$ cat src/rtl/wb_queue.sv
`default_nettype none
// ============================================================================
// Module   : wb_queue
// Purpose  : Write-back queue between the MA stage and the register file.
//            A circular FIFO of DEPTH {waddr, wdata} entries. MA offers are
//            accepted while the queue has room. Offers that write nothing
//            (ma_we=0 or waddr=0) are consumed without being stored. The head
//            entry is presented on the wb_* port and is popped when rf_ready
//            is high. rdy low freezes the block. flush empties it.
// Ports    : clk, rst              clock, synchronous active-high reset
//            rdy, flush            global ready / discard all entries
//            ma_valid/ma_ready     MA offer handshake
//            ma_we/ma_waddr/ma_wdata  offered write
//            rf_ready              register file consumes the head entry
//            wb_we/wb_waddr/wb_wdata  register-file write port
//            count                 number of occupied entries
//            fwd_raddr/fwd_hit/fwd_data  forwarding lookup
// Macro    : WB_QUEUE_FWD_EN  enables the forwarding compare logic. When it
//            is undefined, fwd_hit and fwd_data are tied to 0.
// Revision : 1.0  initial release
// ============================================================================
module wb_queue #(
  parameter int DATA_W = 32,
  parameter int ADDR_W = 5,
  parameter int DEPTH  = 4
) (
  input  logic                       clk,
  input  logic                       rst,
  input  logic                       rdy,
  input  logic                       flush,
  input  logic                       ma_valid,
  output logic                       ma_ready,
  input  logic                       ma_we,
  input  logic [ADDR_W-1:0]          ma_waddr,
  input  logic [DATA_W-1:0]          ma_wdata,
  input  logic                       rf_ready,
  output logic                       wb_we,
  output logic [ADDR_W-1:0]          wb_waddr,
  output logic [DATA_W-1:0]          wb_wdata,
  output logic [$clog2(DEPTH):0]     count,
  input  logic [ADDR_W-1:0]          fwd_raddr,
  output logic                       fwd_hit,
  output logic [DATA_W-1:0]          fwd_data
);

  localparam int PTR_W = $clog2(DEPTH);
  localparam int CNT_W = PTR_W + 1;
  localparam logic [CNT_W-1:0] c_DEPTH = CNT_W'(DEPTH);

  // The pointers carry one extra wrap bit. This lets full and empty be told
  // apart, and makes occupancy a plain subtraction modulo 2*DEPTH.
  logic [CNT_W-1:0]  r_head;
  logic [CNT_W-1:0]  r_tail;
  logic [ADDR_W-1:0] r_addr_mem [DEPTH];
  logic [DATA_W-1:0] r_data_mem [DEPTH];

  logic [CNT_W-1:0]  w_count;
  logic [PTR_W-1:0]  w_head_idx;
  logic [PTR_W-1:0]  w_tail_idx;
  logic              w_nonempty;
  logic              w_accept;
  logic              w_push;
  logic              w_pop;

  assign w_count    = r_tail - r_head;
  assign w_head_idx = r_head[PTR_W-1:0];
  assign w_tail_idx = r_tail[PTR_W-1:0];
  assign w_nonempty = (w_count != '0);

  assign ma_ready = rdy & ~flush & (w_count < c_DEPTH);
  assign w_accept = rdy & ~flush & ma_valid & ma_ready;
  // Writes to register 0, and offers that do not write, leave the queue untouched.
  assign w_push   = w_accept & ma_we & (ma_waddr != '0);
  assign w_pop    = rdy & ~flush & w_nonempty & rf_ready;

  always_ff @(posedge clk) begin
    if (rst) begin
      r_head <= '0;
      r_tail <= '0;
    end else if (rdy) begin
      if (flush) begin
        r_head <= '0;
        r_tail <= '0;
      end else begin
        if (w_push) r_tail <= r_tail + CNT_W'(1);
        if (w_pop)  r_head <= r_head + CNT_W'(1);
      end
    end
  end

  // Storage is not reset. Stale contents are hidden by the occupancy count.
  always_ff @(posedge clk) begin
    if (w_push) begin
      r_addr_mem[w_tail_idx] <= ma_waddr;
      r_data_mem[w_tail_idx] <= ma_wdata;
    end
  end

  assign count    = w_count;
  assign wb_we    = rdy & w_nonempty;
  assign wb_waddr = w_nonempty ? r_addr_mem[w_head_idx] : '0;
  assign wb_wdata = w_nonempty ? r_data_mem[w_head_idx] : '0;

`ifdef WB_QUEUE_FWD_EN
  logic [PTR_W-1:0] w_fwd_idx;

  // Scan from oldest to youngest, so the youngest matching entry wins.
  always_comb begin
    fwd_hit   = 1'b0;
    fwd_data  = '0;
    w_fwd_idx = '0;
    for (int i = 0; i < DEPTH; i++) begin
      w_fwd_idx = w_head_idx + PTR_W'(i);
      if ((CNT_W'(i) < w_count) && (fwd_raddr != '0) &&
          (r_addr_mem[w_fwd_idx] == fwd_raddr)) begin
        fwd_hit  = 1'b1;
        fwd_data = r_data_mem[w_fwd_idx];
      end
    end
  end
`else
  logic w_unused_fwd;
  assign w_unused_fwd = ^fwd_raddr;
  assign fwd_hit      = 1'b0;
  assign fwd_data     = '0;
`endif

endmodule
`default_nettype wire

$ cat config.mk
export PLATFORM = sky130hd
export DESIGN_NAME = wb_queue
export DESIGN_NICKNAME = d
export VERILOG_FILES = /design/src/rtl/wb_queue.sv
export SDC_FILE = /design/constraint.sdc
export NUM_CORES = 1
export LEC_CHECK = 0
export ABC_AREA = 1
export ABC_CLOCK_PERIOD_IN_PS = 8950
export CAP_MARGIN = 10
export CORE_MARGIN = 1
export CORE_UTILIZATION = 40
export DETAILED_ROUTE_END_ITERATION = 16
export HOLD_SLACK_MARGIN = 0.05
export PLACE_DENSITY = 0.72
export SYNTH_ARGS = -nofsm -noshare
export SYNTH_HDL_FRONTEND = slang
export SYNTH_SLANG_ARGS = --single-unit
export TNS_END_PERCENT = 30
$ cat constraint.sdc
create_clock -name clk -period 8.95 [get_ports clk]
set_input_delay 1.79 -clock clk [delete_from_list [all_inputs] [get_ports clk]]
set_output_delay 1.79 -clock clk [all_outputs]
set_load 0.05 [all_outputs]
==> results.md <==
- Worst-Skew Late Latency: between 0.4 and 0.5 ns
- Part of the Yosys area used for sequential elements: 0.6812
- PD cells: 235.3 mW/mm^2
- Post-route cell area: 0.008300 sq mm
- Largest fanout on the critical path: 75
- Syn Inst Count: ~560
- Critical R2R Capture: r_data_mem[2][16]$_DFFE_PP_
- Levels on crit path: 8
- Port Buffers: 85
- Synthesized flop and latch total: 156
- RSZ-0062 raised after global routing: no
- Starting density of the core: 0.4090
- Peak supply drop: 0.1269 mV
- Post-route ant nets: 0
- Setup-failing EPs final: 0
- Synthesis Warnings: 0
- Routed via count: 4254
- Min-Delay Startpoint: r_tail[0]$_SDFFE_PP0P_
- Status: complete, but fails checks
- Cell Chain, Critical Path: buf_4 > inv_2 > buf_4 > nor2_1 > o32ai_1 > nand2_1 > inv_1 > clkdlybuf4s50_1
- Layout Cells excl Fill: 878
- Setup TNS Final: 0 ns
- Synth area leaders: edfxtp_1 (66%), nor2_1 (6.8%), o32ai_1 (4.1%)
- Clock slew at reported path FFs: around 0.060 ns
- Final Skew: 0.01080 ns
- Post-synth top cells: edfxtp_1 (148), nor2_1 (123), nand2_1 (52)
- DR WL/cell: 14.96 um
- Post-DP Area: 0.007669 sq mm
- GRT Residual Overflow: 0
- Async SR Flop Fraction: 0
- H-tree depth: 4
- Peak Freq: 0.1885 GHz
- Post-Syn Area: ~0.0068 sq mm
- Hold Vio Cnt, Final: 0
- Layout cells sized above 1: 0.1003
- Syn_area_per_cell: approximately 12 sq um
- Yosys top cell by area: edfxtp_1
- CTS resizes: 0
- Final WS setup: 3.646 ns
- Fin crit period: 5.304 ns
- DIE AREA: 0.01742 sq mm
- Die Width: 132.0 um
- Worst-Margin Slew: 0.7690 ns
- First-pass GRT wire length: 21.49 mm
- Max stage delay cell, worst path: clkdlybuf4s50_1
- Maximum clock insertion buffer count: 2
- Crit path largest cell delay: 0.79 ns
- FILL cells: 1428
- EDFF count, synth: 148
- Hold Buf Count CTS: 0
- CTS tree: built
- Initial antenna violation count: 0
- Postcts setup bufs: 0
- Count leader, synth: edfxtp_1
- Critical Path RT: 7.16 ns
- CP startpoint kind: flop
- Worst hold-check path type: flop to flop
- Clock sinks: 156
- Number of CTS-inserted buffers: 17
- Worst Setup Path Type: flop to output port
- MaxCap Viol Count: 0
- Distinct cells, synth: 30
- R2r setup slk: 5.72 ns
- Area delta synth->final: 22.81%
- Hold Path Cell Cnt: 2
- Core ar.: 0.01652 sq mm
- Total GRT Usage: 0.1617
- DRC: 2
- Placed cell count: 846
- Initial DRC count: 266
- Final Wtd Congestion: around 0.75
- Io pins: 124
- WHS Endpoint: r_tail[0]$_SDFFE_PP0P_
- Hpwl dp: 7.783 mm
- Diodes inserted: 0
- Clock root buffer: clkbuf_16
- Nets: ~700
- Final worst path period share: 0.5927
- Std-Cell Rows: 47
- DRT Wirelength: 13.14 mm
- Pins Over Slew Limit: 0
- Place WS: 3.671 ns
- Ys flop type: edfxtp_1
- Cell class contributing the biggest share of worst-path delay: buffers and inverters
- Most common cell on crit path: buf_4
- Leak Pwr: 3.125 nW
- Violated checks: design-rule violations
- CP arrival: 3.51 ns
- Yosys top cell area share: 0.6575
- Vias in the first global route: ~4400
- R2r worst-path depth: 11
- Relative slew slack: 0.4874
- Worst Path Buf+Inv: 5
- Worst r2r src: r_tail[0]$_SDFFE_PP0P_
- Largest net degree at the start of global routing: 76
- Crit path capture type: output port
- Vias/cell: about 4.8
- DRT Pass-1 Iters: 10
- Vert. Die Dim: 132.0 um
-- per-stage QoR --
| stage | hold WS, ns | util | total power, mW |
|---|---|---|---|
| after floorplan | 0.4722 | - | 1.104 |
| final | 0.5125 | 0.5023 | 1.953 |
| after global routing | 0.5557 | 0.5023 | 2.026 |
| after CTS | 0.5104 | 0.5023 | 1.970 |
| after detailed placement | 0.5024 | 0.4641 | 1.210 |
| after global placement | 0.4900 | 0.4641 | 1.203 |
-- power by group --
part | switching [mW] | total [mW] | internal, mW
clock | 0.267 | 0.762 | 0.495
combinational | 0.271 | 0.383 | 0.112
sequential | 0.00271 | 0.808 | 0.805
-- placed cells by master (no fill, tap or decap), drive strengths merged --
cell             n
nor2           123
o32ai           37
inv             59
or2              1
clkinvlp         1
nand3b           1
clkinv           4
buf              7
nand4            2
xnor2            1
clkdlybuf4s50   85
nand3            8
o21a             1
fa               1
edfxtp         148
bufinv           5
conb            33
o21ai           37
dfxtp            8
nor3             1
ha               6
a21oi            8
o21bai           1
clkbuf          21
nand2           59
-- worst max path at each step --
stage	start	endpoint	slack [ns]
after global placement	rdy	ma_ready	3.72
after detailed placement	rdy	ma_ready	3.67
after CTS	flop	wb_wdata[19]	3.55
final	flop	wb_wdata[19]	3.65
after floorplan	rdy	ma_ready	4.26
after global routing	flop	wb_wdata[7]	3.41
-- sequential cells by signal, indices dropped and copies added (netlist names), named ones only --
name        flops
r_data_mem    128
r_tail          3
r_addr_mem     20
r_head          3
-- logic make-up after synthesis --
group / count (synthesis) / share of synthesized area
simple gates: 195 / 0.1192
xor+xnor: 1 / 0.001296
fa+ha+maj: 7 / 0.01407
buf+inv: 119 / 0.09459
flops: 156 / 0.6812
other cells: 1 / 0.0005548
compound gates: 84 / 0.08904
-- final cells by class --
type | count | area (sq um) | share of cell area
repair buffers | 92 | 903.4 | 0.1088
multi-input cells | 320 | 1665 | 0.2006
clock inverters | 11 | 191.4 | 0.02306
inverters | 58 | 217.7 | 0.02623
clock buffers | 21 | 440.4 | 0.05306
flip-flops and latches | 156 | 4607 | 0.5550
well taps | 220 | 275.3 | 0.03316
-- worst reg2reg max path: stages, from the launching register on --
cell and delay [ns]:
dfxtp_1 0.39, inv_1 0.13, ha_1 0.22, fa_1 0.44
inv_1 0.12, nand2_1 0.07, nand2_1 0.08, nand2_1 0.06
nand2_2 0.10, nand3_2 0.26, nor2_4 0.58, buf_4 0.44
-- routing by layer --
layer / GRT usage / share of wire
met1: 0.1876 / 0.40
met2: 0.2898 / 0.53
met3: 0.03652 / 0.059
met4: 0.06266 / 0.012
met5: 0 / 0
Power figures use the tool's default switching activity.
